==> src/rtl/sound_mix_sched_pkg.sv <==
// sound_pkg: shared constants, FSM states and saturation helper for the sound mixer
package sound_pkg;
  localparam int NCH_DEF = 4;
  localparam int VOL_W_DEF = 4;
  localparam int SAMPLE_W = 8;
  localparam int VOL_SHIFT = 4;
  localparam int EN_BIT = VOL_W_DEF;
  localparam int VOL_RST = 8;
  typedef enum logic [1:0] {IDLE, SCAN, LOAD} state_t;
  function automatic logic [SAMPLE_W-1:0] sat8(input logic [31:0] s);
    return (s > 32'd255) ? 8'hFF : s[7:0];
  endfunction
endpackage

==> src/rtl/sound_mix_sched_pwm_sd1.sv <==
// pwm_sd1: first-order sigma-delta modulator updated every other clock, with mute hold
module pwm_sd1
  import sound_pkg::*;
(
  input  logic                clk,
  input  logic                reset_n,
  input  logic                mute,
  input  logic [SAMPLE_W-1:0] sample,
  output logic                o_pwm
);
  logic       phase;
  logic [8:0] acc;
  always_ff @(posedge clk) begin
    if (!reset_n) begin
      phase <= 1'b0;
      acc   <= '0;
      o_pwm <= 1'b0;
    end else begin
      phase <= ~phase;
      acc   <= mute ? '0 : !phase ? 9'(acc[7:0]) + 9'(sample) : acc;
      o_pwm <= !mute && acc[8];
    end
  end
endmodule

==> src/rtl/sound_mix_sched.sv <==
// sound_mix_sched: scans NCH one-bit sources once per sample period and mixes them into a PWM output
module sound_mix_sched
  import sound_pkg::*;
#(
  parameter int NCH   = NCH_DEF,
  parameter int DIV   = 64,
  parameter int VOL_W = VOL_W_DEF
) (
  input  logic                    clk,
  input  logic                    reset_n,
  input  logic [NCH-1:0]          ch_pulse,
  input  logic                    mute,
  input  logic                    cfg_we,
  input  logic [$clog2(NCH)-1:0]  cfg_addr,
  input  logic [VOL_W:0]          cfg_wdata,
  output logic [SAMPLE_W-1:0]     sample,
  output logic                    sample_stb,
  output logic                    busy,
  output logic                    o_pwm
);
  localparam int AW = $clog2(NCH);
  localparam int CW = $clog2(DIV);
  localparam int SW = VOL_W + VOL_SHIFT + AW + 1;
  logic [CW-1:0]    cnt;
  logic             tick;
  logic [NCH-1:0]   en;
  logic [NCH-1:0]   snap;
  logic [VOL_W-1:0] vol [NCH];
  logic [AW-1:0]    idx;
  logic [SW-1:0]    sum;
  logic [SW-1:0]    add;
  state_t           state;
  assign tick = cnt == CW'(DIV - 1);
  assign add = (en[idx] && snap[idx]) ? SW'(vol[idx]) << VOL_SHIFT : '0;
  always_ff @(posedge clk) begin
    cnt <= (!reset_n || tick) ? '0 : cnt + CW'(1);
  end
  // a write landing in a channel's visit cycle is seen only from the next scan
  always_ff @(posedge clk) begin
    if (!reset_n) begin
      en <= '1;
      for (int i = 0; i < NCH; i++) vol[i] <= VOL_W'(VOL_RST);
    end else if (cfg_we && 32'(cfg_addr) < NCH) begin
      {en[cfg_addr], vol[cfg_addr]} <= cfg_wdata;
    end
  end
  always_ff @(posedge clk) begin
    if (!reset_n) begin
      state      <= IDLE;
      snap       <= '0;
      sum        <= '0;
      idx        <= '0;
      sample     <= '0;
      sample_stb <= 1'b0;
      busy       <= 1'b0;
    end else begin
      sample_stb <= 1'b0;
      case (state)
        IDLE: if (tick) begin
          snap  <= ch_pulse;
          sum   <= '0;
          idx   <= '0;
          busy  <= 1'b1;
          state <= SCAN;
        end
        SCAN: begin
          sum <= sum + add;
          idx <= idx + AW'(1);
          if (idx == AW'(NCH - 1)) state <= LOAD;
        end
        LOAD: begin
          sample     <= sat8(32'(sum));
          sample_stb <= 1'b1;
          busy       <= 1'b0;
          state      <= IDLE;
        end
        default: state <= IDLE;
      endcase
    end
  end
  pwm_sd1 u_pwm (
    .clk    (clk),
    .reset_n(reset_n),
    .mute   (mute),
    .sample (sample),
    .o_pwm  (o_pwm)
  );
endmodule
==> config.mk <==
export PLATFORM = sky130hd
export DESIGN_NAME = sound_mix_sched
export DESIGN_NICKNAME = d
export VERILOG_FILES = /design/src/rtl/sound_mix_sched_pkg.sv /design/src/rtl/sound_mix_sched_pwm_sd1.sv /design/src/rtl/sound_mix_sched.sv
export SDC_FILE = /design/constraint.sdc
export NUM_CORES = 1
export LEC_CHECK = 0
export BUFFER_PORTS_ARGS = -buffer_cell sky130_fd_sc_hd__buf_2
export CORE_MARGIN = 1
export CORE_UTILIZATION = 51
export CTS_CLUSTER_SIZE = 20
export DETAILED_ROUTE_END_ITERATION = 8
export PLACE_DENSITY = 0.7
export SLEW_MARGIN = 20
export SYNTH_ARGS = -nofsm -noshare
export SYNTH_HDL_FRONTEND = slang
export SYNTH_SLANG_ARGS = --single-unit
export TNS_END_PERCENT = 5
==> constraint.sdc <==
create_clock -name clk -period 4.4 [get_ports clk]
set_input_delay 0.88 -clock clk [delete_from_list [all_inputs] [get_ports clk]]
set_output_delay 0.88 -clock clk [all_outputs]
set_load 0.01 [all_outputs]
# Word-level counts from Yosys, hierarchy flattened
# Cells that the tools add are included.
# op_classes
mux	25
magnitude_cmp	7
eq_ne	6
addsub	4
n_reduce_logical	15
bitwise_logic	4
# ops
operator	count
$pmux W11 S2	1
$bwmux W16	1
$mux W8	2
$mux W4	3
$add A11 B8 Y11	1
$gt A11 B8 Y1 const B	1
$mux W11	1
$add A8 B8 Y9	1
$bmux W4 S2	1
$demux W4 S2	1
$pmux W2 S2	2
$reduce_and A2 Y1	4
$add A6 B1 Y6 const B	1
$eq A6 B6 Y1 const B	1
$ge A3 B3 Y1 const B	2
$lt A2 B3 Y1 const B	2
$mux W2	3
$not A2 Y3	2
$mux W1	5
$bmux W1 S2	2
$bwmux W4	1
$eq A2 B2 Y1 const B	2
$logic_and A1 B1 Y1	4
$ne A2 B2 Y1 const B	2
other kinds (12)	15
# totals
reg_bits	66
out_inout_bits	11

# Depth between registers and ports, before layout
# Gate-level depths: netlist of the first run.
# depth
word_depth	7
depth_mapped	12
depth_no_buf	11

# By module
# From an unflattened synthesis of the first run, not the netlist that was laid out.
# hier_totals
hier_cells	290
hier_area_um2	2840.2
# modules_own_cells
mod	area_per_inst_um2	cells_each	instances	seq_area_each_um2
sound_mix_sched	2143.3	209	1	960.9
pwm_sd1	696.9	81	1	220.2

# Worst setup path after synthesis of the first run
# OpenSTA, ideal clock, no wires.
# synth_path
kind	register -> register
startpoint	register idx[0]
endpoint	register sum[10]
stages_incl_launch_ff	11
t_arrival_ns	2.405
setup_slack_ns	1.923
n_path_buf	1
setup_time_ns	0.072
cell_sequence	dfxtp_1 buf_2 mux4_2 nor2b_1 ha_1 fa_1 a21o_1 a21oi_1 nor2_1 nand3_1 mux2i_1
# synth_between
elab_chain_len	7
word_cells_on_any_way	12
# synth_lines
item	line	text
start, declared	sound_mix_sched.sv:29	logic [AW-1:0] idx;
start signal, assigned	sound_mix_sched.sv:68	idx <= idx + AW'(1);
$not A2 Y3 (not written as such)	sound_mix_sched.sv:34	assign add = (en[idx] && snap[idx]) ? SW'(vol[idx]) << VOL_SHIFT : '0;
$bmux W4 S2	sound_mix_sched.sv:34	
$mux W4 (not written as such) (2 in series)	sound_mix_sched.sv:34	
$mux W8 *	sound_mix_sched.sv:34	
$add A11 B8 Y11 *	sound_mix_sched.sv:67	sum <= sum + add;
$pmux W11 S2 *	sound_mix_sched.sv:58	case (state)
end signal, assigned	sound_mix_sched.sv:67	
end, declared	sound_mix_sched.sv:30	logic [SW-1:0] sum;
# Every way passes the cells marked *; elsewhere a longest branch is shown, timed or not. The select of a mux whose other input is x is not followed.
# A chain may end at the register's enable or synchronous reset.

# Final worst setup path of the first run
# Ends and elaborated chain as after synthesis.

==> results of run 1 <==
-- layout make-up --
| type | instances | area (sq um) | area share (%) |
|---|---|---|---|
| clock buffers | 13 | 169 | 5.38 |
| repair buffers | 26 | 133 | 4.22 |
| multi-input cells | 205 | 1540 | 49.1 |
| well taps | 70 | 87.6 | 2.79 |
| flip-flops and latches | 59 | 1180 | 37.6 |
| inverters | 5 | 18.8 | 0.598 |
| clock inverters | 2 | 10.0 | 0.319 |
-- flip-flops by register name, indices dropped and copies added (netlist names) --
| name | count |
|---|---|
| u_pwm.o_pwm | 1 |
| cnt | 6 |
| state | 2 |
| vol | 16 |
| busy | 1 |
| en | 4 |
| snap | 4 |
| idx | 2 |
| u_pwm.acc | 9 |
| u_pwm.phase | 1 |
| sample | 5 |
| sample_stb | 1 |
| sum | 7 |
-- worst max-delay path, cell delays in order (launching register included) --
cell and delay [ns]:
dfxtp_1 0.60, mux4_2 0.56, nor2b_1 0.14, ha_1 0.23, fa_1 0.40, a21o_1 0.19, a21oi_1 0.13, nor2_1 0.08
nand3_1 0.11, mux2i_1 0.17
-- power by group through the flow --
| stage | clock network [W] | logic, W | registers [W] |
|---|---|---|---|
| after floorplan | 0 | 0.0000336 | 0.000559 |
| after global placement | 0 | 0.0000441 | 0.000564 |
| after detailed placement | 0 | 0.0000450 | 0.000564 |
| after CTS | 0.000455 | 0.0000453 | 0.000552 |
| after global routing | 0.000482 | 0.0000492 | 0.000553 |
| final | 0.000441 | 0.0000447 | 0.000552 |
-- Yosys cell counts, types with 5 or more instances --
cell	number
dfxtp_1	59
nand2_1	20
and2_1	6
o21ai_0	8
nand3_1	9
a21oi_1	8
ha_1	14
nor2b_1	28
inv_1	5
nor2_1	20
clkbuf_1	8
mux2i_1	28
-- layer usage --
metal | routed length (microns) | share of wire, % | GRT usage (%)
met3 | 211 | 4.3 | 8.26
met4 | 41 | 0.84 | 6.35
met2 | 2240 | 46 | 29.9
met5 | 0 | 0 | 0
met1 | 2370 | 49 | 22.4
-- kinds of logic after synthesis --
group                      synth area share, %
buffers and inverters                     3.25
AOI/OAI and AO/OA                         11.7
DFF                                       42.0
adders and majority gates                 7.65
xor gates and xnor gates                  2.18
and+or+nand+nor                           20.0
muxes                                     13.2
-- stage by stage --
stage | hold WS, ns | total power, W
floorplan | 0.416 | 0.000593
global route | 0.483 | 0.00109
global placement | 0.434 | 0.000608
finish | 0.456 | 0.00104
detailed placement | 0.447 | 0.000609
CTS | 0.454 | 0.00105
-- worst paths after layout --
kind         cells past startpoint                endpoint                       from  slack [ns]
min                              2  u_pwm.o_pwm$_SDFF_PN0_  u_pwm.acc[8]$_SDFFE_PP0N_        0.46
min reg2reg                      2  u_pwm.o_pwm$_SDFF_PN0_  u_pwm.acc[8]$_SDFFE_PP0N_        0.46
max                              9    sum[10]$_SDFFE_PN0P_        idx[0]$_SDFFE_PN0P_        1.71
max reg2reg                      9    sum[10]$_SDFFE_PN0P_        idx[0]$_SDFFE_PN0P_        1.71
-- placed cells by master (no fill, tap or decap), types with 2 or more instances in the layout --
cell type	count
a221oi_1	2
nor3_1	3
a211o_1	2
mux2i_1	28
nand3b_1	4
nor2b_1	28
ha_1	14
o31a_1	2
nor3b_1	4
nand2_1	20
o211ai_1	3
nor2_1	20
fa_1	2
dfxtp_1	59
inv_1	5
nand3_1	9
xor2_1	4
a21o_1	4
o21ai_0	8
a211oi_1	2
clkinv_2	2
o21a_1	3
buf_2	25
nand2b_1	3
o221a_2	4
a21oi_1	8
a22oi_1	3
clkbuf_8	12
mux4_2	4
xnor2_1	3
and2_1	6
==> metrics.cfg, run 1 <==
[yosys]
ys_types=45
netlist_area_sq_um=2810
syn_avg_cell_area_sq_um=9.94
synth_async_sr_flop_share_pct=0
ys_top_cells_by_area=dfxtp_1, mux2i_1, ha_1, nor2b_1, mux4_2
yosysWarnings=0
synth_top_cell_by_area=dfxtp_1
synthCells=283
syn_nets=314
yosysSeqAreaShare_pct=42.0
synth-seq-cells=59
synthFlopType=dfxtp_1
synth_edf_count=0
synth.top_cell.area_share_pct=42.0

[cts]
path_clk_slew_ns=0.06
clockRootBuffer=clkbuf_8
cts.sinks=59
clk_path_buf_depth=2
cts-resized-gates=0
tritoncts=done
postCtsSetupRepairBufs=0
holdBufCountCts=0
clk_latency_ns=0.33
cts_max_level=3
cts_buffers=9

[timing]
hold_violations=0
grt_setup_unrepaired=false
fin_crit_sh_pct=61.1
finalSetupTns_ns=0
worstMarginPinSlew_ns=0.648
finalCriticalPeriod_ns=2.69
maxSlewViolCount=0
worst_slack_ns=1.71
relSlewSlack_pct=56.7
setup_viol=0
fin_skew_ns=0.00622
fmax_ghz=0.372

[power_and_ir_drop]
p_sw_w=0.000227
pwr-share-comb_pct=4.3
switching_share_pct=21.8
ir_drop_uv=243
power.density_nw_per_um2=331
power_frac_seq_pct=53.2
clkPwrFrac_pct=42.5
power_leakage_nw=1.34
p_int_w=0.000812

[drt]
via_per_inst=5.31
dr.pass1.iters=4
drcViolationCount=0
wirelength_mm=4.86
first_iter_violations=77
via_count=2019
wl_per_cell_microns=12.8
ant_nets=0

[place]
placed_area_sq_um=2960
place_ws_ns=1.70
io_buffers=25
globalplace.congestion=0.772
dp.cells=365
dp_hpwl_mm=3.42

[floorplanning]
dieWidth_microns=76.3
rows=26
die_area_sq_um=5820
io_pins=26
core-area_sq_um=5200
die_h_microns=76.3
start_util_pct=54.0

[global_routing]
grt_max_degree=51
grt.overflow.total=0
grt_pass1_wl_mm=8.55
grt_use_total_pct=18.7
antenna_found_initial=0
grt_pass1_vias=1897

[setup_path]
worstPathRequired_ns=4.66
endpoint_kind=flop
startpoint_type=flop
path_max_fanout=11
arrival_ns=2.95
worstSetupPathType=flop to flop

[final_layout]
area_growth_pct=11.6
final_layout_size_suffix_gt1_share_pct=16.8
finalNonFillerCells=380
finish.net_count=337
final_area_sq_um=3140
fill_cells=442
final_util_pct=60.3
antenna_cells_inserted=0

[flow_run]
timing.max_cap.violations=0

[status]
status=complete, no violations

[worst_hold_path]
hp-class=flop to flop

Power figures use the tool's default switching activity.
==> inputs of run 2 (changes only) <==
ABC_AREA = 1   (was not set)
clock period = 2.6 ns   (was 4.4 ns; I/O delays follow)
==> metrics.cfg, run 2 <==
[status]
status=complete, no violations  ; unchanged

[yosys]
syn_nets=423  ; was 314
synth-seq-cells=59  ; unchanged
synthCells=392  ; was 283
synth.top_cell.area_share_pct=41.1  ; was 42.0%
synth_edf_count=0  ; unchanged
synthFlopType=dfxtp_1  ; unchanged
synth_async_sr_flop_share_pct=0  ; unchanged
yosysWarnings=0  ; unchanged
yosysSeqAreaShare_pct=41.1  ; was 42.0%
netlist_area_sq_um=2870  ; was 2810 sq um
yosysMostFrequentCell=nand2_1  ; was dfxtp_1
synth_common_cells=nand2_1, dfxtp_1, inv_1, nor2_1, nand3_1  ; was dfxtp_1, mux2i_1, nor2b_1, nand2_1, nor2_1
syn_avg_cell_area_sq_um=7.33  ; was 9.94 sq um
synth_top_cell_by_area=dfxtp_1  ; unchanged
ys_top_cells_by_area=dfxtp_1, nand2_1, nand3_1, a21oi_1, inv_1  ; was dfxtp_1, mux2i_1, ha_1, nor2b_1, mux4_2
ys_types=34  ; was 45

[drt]
drcViolationCount=0  ; unchanged
via_count=2510  ; was 2019
wl_met2_mm=2.68  ; was 2.24 mm
dr.pass1.iters=6  ; was 4
routed.top_layer=met4  ; unchanged
drt-met1-wl_mm=2.77  ; was 2.37 mm
met3WireLength_microns=191  ; was 211 microns
ant_nets=0  ; unchanged
wl_per_cell_microns=11.7  ; was 12.8 microns
via_per_inst=5.11  ; was 5.31
wirelength_mm=5.75  ; was 4.86 mm
first_iter_violations=94  ; was 77

[cts]
clk_latency_ns=0.33  ; about the same
cts_buffers=9  ; unchanged
path_clk_slew_ns=0.06  ; about the same
cts-resized-gates=0  ; unchanged
tritoncts=done  ; unchanged
postCtsSetupRepairBufs=0  ; unchanged
cts.sinks=59  ; unchanged
holdBufCountCts=0  ; unchanged
clockRootBuffer=clkbuf_8  ; unchanged
clk_path_buf_depth=2  ; unchanged
cts_max_level=3  ; unchanged

[timing]
finalSetupTns_ns=0  ; unchanged
setup_viol=0  ; unchanged
relSlewSlack_pct=60.2  ; was 56.7%
fin_skew_ns=0.00976  ; was 0.00622 ns
grt_setup_unrepaired=false  ; unchanged
hold_slack_ns=0.424  ; was 0.456 ns
fmax_ghz=0.476  ; was 0.372 GHz
finalCriticalPeriod_ns=2.10  ; was 2.69 ns
hold_violations=0  ; unchanged
fin_crit_sh_pct=80.7  ; was 61.1%
worstMarginPinSlew_ns=0.592  ; was 0.648 ns
maxSlewViolCount=0  ; unchanged

[final_layout]
antenna_cells_inserted=0  ; unchanged
final_util_pct=60.7  ; was 60.3%
finish.net_count=449  ; was 337
max_flop_register=vol  ; unchanged
fill_cells=511  ; was 442
reg_top3=vol x16, u_pwm.acc x9, sum x7  ; unchanged
area_growth_pct=11.2  ; was 11.6%
multi_input_area_sq_um=1430  ; was 1540 sq um
final_layout_size_suffix_gt1_share_pct=11.9  ; was 16.8%
final_cell_mix=nand2_1, dfxtp_1, inv_1  ; was dfxtp_1, nor2b_1, mux2i_1
final_common_cell=nand2_1  ; was dfxtp_1
largest_reg_flops=16  ; unchanged
regArea_sq_um=1180  ; unchanged

[place]
dp_hpwl_mm=4.21  ; was 3.42 mm
io_buffers=25  ; unchanged
globalplace.congestion=0.869  ; was 0.772

[global_routing]
grt_pass1_wl_mm=10.4  ; was 8.55 mm
grt_pass1_vias=2362  ; was 1897
antenna_found_initial=0  ; unchanged
grt_use_total_pct=22.3  ; was 18.7%
grt.overflow.total=0  ; unchanged
grt_max_degree=36  ; was 51

[power_and_ir_drop]
power_leakage_nw=1.50  ; was 1.34 nW
power.density_nw_per_um2=553  ; was 331 nW/um^2
ir_drop_uv=361  ; was 243 uV

[floorplanning]
rows=26  ; unchanged
dieWidth_microns=77.1  ; was 76.3 microns
die_area_sq_um=5940  ; was 5820 sq um
core-area_sq_um=5270  ; was 5200 sq um
die_h_microns=77.1  ; was 76.3 microns
start_util_pct=54.5  ; was 54.0%
io_pins=26  ; unchanged

[worst_hold_path]
worstHoldStart=u_pwm.acc[8]$_SDFFE_PP0N_  ; unchanged
hp-class=flop to flop  ; unchanged

[setup_path]
cpPeakStageDelay_ns=0.42  ; was 0.60 ns
path_max_fanout=15  ; was 11
worstSetupPathType=flop to flop  ; unchanged
r2r-start=idx[0]$_SDFFE_PN0P_  ; unchanged
worstPathRequired_ns=2.82  ; was 4.66 ns
cp-startpoint=idx[0]$_SDFFE_PN0P_  ; unchanged
arrival_ns=2.32  ; was 2.95 ns
path_cells=buf_4 > a21oi_1 > o21ai_0 > a21oi_1 > ha_1 > fa_1 > nand3_1 > nand2_1 > nand2_1 > xor2_1 > nor2_1  ; was mux4_2 > nor2b_1 > ha_1 > fa_1 > a21o_1 > a21oi_1 > nor2_1 > nand3_1 > mux2i_1
endpoint_kind=flop  ; unchanged
startpoint_type=flop  ; unchanged
crit_slowest_cell=dfxtp_1  ; unchanged

[flow_run]
timing.max_cap.violations=0  ; unchanged

run 2: cell count changes in the layout (fill, tap and decap cells not counted), sizes merged, moves of 22 or more:
cell / before / now
a21oi: 8 / 36
inv: 5 / 50
mux2i: 28 / 3
nand2: 21 / 76
nand3: 9 / 41
nor2: 20 / 45
nor2b: 28 / 0
o21ai: 8 / 30
run 2: metal layers:
metal  vias up  GRT usage [%]
met5         -              0
met4         0           10.4
met3        12           6.19
met2        40           37.5
met1      1129           26.1
li1       1329              -
run 2: worst paths after layout:
kind                            slack [ns]  cells after the start                      to
worst max register to register        0.50                     11     sum[8]$_SDFFE_PN0P_
worst min register to register        0.42                      2  u_pwm.o_pwm$_SDFF_PN0_
worst max-delay path                  0.50                     11     sum[8]$_SDFFE_PN0P_
worst min-delay path                  0.42                      2  u_pwm.o_pwm$_SDFF_PN0_
run 2: cell type report:
cell class	instances	area share [%]
multi-input cells	270	44.6
clock buffers	11	4.74
flip-flops and latches	59	36.9
inverters	50	5.87
repair buffers	28	4.62
well taps	70	2.74
clock inverters	3	0.470
run 2: critical path: cells and delay by family, from the launching register on:
kind | cells | cell delay [ns]
flops | 1 | 0.42
compound gates | 3 | 0.25
xor+xnor | 1 | 0.15
buf+inv | 1 | 0.22
simple gates | 4 | 0.34
fa+ha+maj | 2 | 0.63
run 2: cells by family after synthesis:
family / after synthesis / synth area share (%)
multiplexers: 3 / 1.04
flip-flops: 59 / 41.1
AND/OR/NAND/NOR: 174 / 26.6
XOR/XNOR: 3 / 0.914
adder cells (fa/ha/maj): 16 / 7.49
AO/OA/AOI/OAI: 74 / 13.5
buffers and inverters: 63 / 9.27
run 2: per-stage QoR:
stage	total power, W	std cells	instance area [sq um]	setup WS, ns
after global routing	0.00184	491	3200	0.232
after detailed placement	0.00107	477	3030	0.537
after CTS	0.00178	491	3200	0.520
after floorplan	0.00104	392	2870	0.651
final	0.00177	491	3200	0.501
after global placement	0.00107	477	3030	0.590
run 2: power by group:
group	total (W)	switching, W	internal [W]	leakage, nW
combinational	0.000107	0.0000682	0.0000392	0.933
sequential	0.000946	0.0000155	0.000930	0.480
clock	0.000715	0.000333	0.000382	0.0908
total	0.00177	0.000417	0.00135	1.50
==> inputs of run 3 (changes only) <==
clock period = 2.1 ns   (was 2.6 ns; I/O delays follow)
==> metrics.cfg, run 3 (same netlist as run 2, synthesis figures left out) <==
[status]
status=complete, no violations  ; unchanged

[setup_path]
critical_path.most_common_cell=nand3_1
worstSetupPathType=flop to flop  ; unchanged
startpoint_type=flop  ; unchanged
endpoint_kind=flop  ; unchanged
path_cells=inv_1 > nand3_1 > nand3_1 > nand2_2 > a21oi_1 > ha_1 > fa_2 > nand3_1 > nand2_1 > nand2_1 > xor2_1 > nor2_1  ; was buf_4 > a21oi_1 > o21ai_0 > a21oi_1 > ha_1 > fa_1 > nand3_1 > nand2_1 > nand2_1 > xor2_1 > nor2_1
reg2reg_slack_ns=0.19  ; was 0.50 ns
cp-startpoint=idx[0]$_SDFFE_PN0P_  ; unchanged
r2r_end=sum[8]$_SDFFE_PN0P_  ; unchanged
critical_path.top_delay_family=adder cells  ; unchanged
timing.critical_path.to=sum[8]$_SDFFE_PN0P_  ; unchanged
path_max_fanout=4  ; was 15
cpPeakStageDelay_ns=0.38  ; was 0.42 ns
reg2reg_depth=12  ; was 11
r2r-start=idx[0]$_SDFFE_PN0P_  ; unchanged
path_buf_inv=1  ; unchanged
crit_slowest_cell=dfxtp_2  ; was dfxtp_1
arrival_ns=2.15  ; was 2.32 ns
critical_path_depth=12  ; was 11
worstPathRequired_ns=2.33  ; was 2.82 ns

[global_routing]
antenna_found_initial=0  ; unchanged
met2_usage_pct=37.5  ; unchanged
grt_pass1_wl_mm=10.3  ; was 10.4 mm
grt_use_total_pct=22.1  ; was 22.3%
busiest_layer=met2  ; unchanged
grt_max_degree=36  ; unchanged
grt.overflow.total=0  ; unchanged
grtUsageMet1_pct=26.1  ; about the same
grt_util_met3_pct=6.55  ; was 6.19%
grt_pass1_vias=2370  ; was 2362

[drt]
dr.pass1.iters=4  ; was 6
drcViolationCount=0  ; unchanged
first_iter_violations=157  ; was 94
ant_nets=0  ; unchanged
wirelength_mm=5.86  ; was 5.75 mm
wl_per_cell_microns=11.9  ; was 11.7 microns
via_per_inst=5.12  ; was 5.11
via_count=2530  ; was 2510

[floorplanning]
io_pins=26  ; unchanged
die_area_sq_um=5940  ; unchanged
core-area_sq_um=5270  ; unchanged
die_h_microns=77.1  ; unchanged
dieWidth_microns=77.1  ; unchanged
start_util_pct=54.5  ; unchanged
rows=26  ; unchanged

[timing]
relSlewSlack_pct=55.4  ; was 60.2%
finalSetupTns_ns=0  ; unchanged
grt_setup_unrepaired=false  ; unchanged
finalCriticalPeriod_ns=1.91  ; was 2.10 ns
fin_skew_ns=0.00823  ; was 0.00976 ns
hold_slack_ns=0.340  ; was 0.424 ns
fin_crit_sh_pct=91.2  ; was 80.7%
setup_viol=0  ; unchanged
maxSlewViolCount=0  ; unchanged
worstMarginPinSlew_ns=0.664  ; was 0.592 ns
hold_violations=0  ; unchanged
fmax_ghz=0.522  ; was 0.476 GHz
worst_slack_ns=0.185  ; was 0.501 ns

[place]
io_buffers=25  ; unchanged
place_ws_ns=0.0609  ; was 0.537 ns
globalplace.congestion=0.817  ; was 0.869
placed_area_sq_um=3050  ; was 3030 sq um
dp_hpwl_mm=4.17  ; was 4.21 mm

[final_layout]
reg_top3=vol x16, u_pwm.acc x9, sum x7  ; unchanged
final_layout_size_suffix_gt1_share_pct=13.4  ; was 11.9%
antenna_cells_inserted=0  ; unchanged
largest_reg_flops=16  ; unchanged
area_growth_pct=13.3  ; was 11.2%
finish.net_count=450  ; was 449
final_cell_mix=nand2_1, dfxtp_1, inv_1  ; unchanged
final_common_cell=nand2_1  ; unchanged
max_flop_register=vol  ; unchanged
final_area_sq_um=3260  ; was 3200 sq um
fill_cells=489  ; was 511

[cts]
clockRootBuffer=clkbuf_8  ; unchanged
tritoncts=done  ; unchanged
cts.sinks=59  ; unchanged
cts-resized-gates=0  ; unchanged
clk_path_buf_depth=2  ; unchanged
path_clk_slew_ns=0.07  ; was 0.06 ns
holdBufCountCts=0  ; unchanged
cts_buffers=9  ; unchanged
postCtsSetupRepairBufs=0  ; unchanged
clk_latency_ns=0.34  ; was 0.33 ns
cts_max_level=3  ; unchanged

[power_and_ir_drop]
ir_drop_uv=487  ; was 361 uV
power.density_nw_per_um2=712  ; was 553 nW/um^2
power_leakage_nw=1.52  ; was 1.50 nW

[worst_hold_path]
hp-class=primary input to flop  ; was flop to flop

[flow_run]
timing.max_cap.violations=0  ; unchanged

[run 3: worst min path at each step]
stage	end	depth (start not counted)	start	slack (ns)
2_1_floorplan	u_pwm.o_pwm$_SDFF_PN0_	2	u_pwm.acc[8]$_SDFFE_PP0N_	0.40
3_3_place_gp	u_pwm.o_pwm$_SDFF_PN0_	2	u_pwm.acc[8]$_SDFFE_PP0N_	0.42
3_5_place_dp	u_pwm.o_pwm$_SDFF_PN0_	2	u_pwm.acc[8]$_SDFFE_PP0N_	0.42
4_1_cts	vol[7]$_SDFFE_PN1P_	3	cfg_wdata[3]	0.32
5_1_grt	en[0]$_SDFFE_PN1P_	3	cfg_wdata[4]	0.34
6_report	vol[7]$_SDFFE_PN1P_	3	cfg_wdata[3]	0.34
[run 3: power by group]
| part | leakage, nW | switching (W) | internal (W) |
|---|---|---|---|
| Clock | 0.0991 | 0.000442 | 0.000574 |
| Combinational | 0.939 | 0.0000853 | 0.0000485 |
| Sequential | 0.481 | 0.0000185 | 0.00115 |
| Total | 1.52 | 0.000545 | 0.00177 |
[run 3: metrics by stage]
| stage | utilization [%] | total power [W] | cells |
|---|---|---|---|
| finish | 61.8 | 0.00232 | 494 |
| global route | 61.8 | 0.00242 | 494 |
| CTS | 61.6 | 0.00234 | 494 |
| detailed placement | 57.9 | 0.00133 | 478 |
| global placement | 57.9 | 0.00132 | 478 |
| floorplan | - | 0.00128 | 392 |
[run 3: layout make-up]
type,instances,area (sq um),share of cell area [%]
multi-input cells,270,1440,44.1
flip-flops and latches,59,1180,36.4
clock buffers,11,141,4.34
repair buffers,29,168,5.15
well taps,70,87.6,2.69
inverters,50,188,5.76
clock inverters,5,52.6,1.61
[run 3: routing by layer]
layer / part of all wire, % / vias to the layer above
li1: - / 1325
met1: 47 / 1144
met2: 47 / 54
met3: 4.3 / 7
met4: 0.97 / 0
met5: 0 / -
[run 3: tightest hold or removal path: stages]
cell,delay (ns)
buf_2,0.12
nand2_1,0.06
nand3_1,0.05
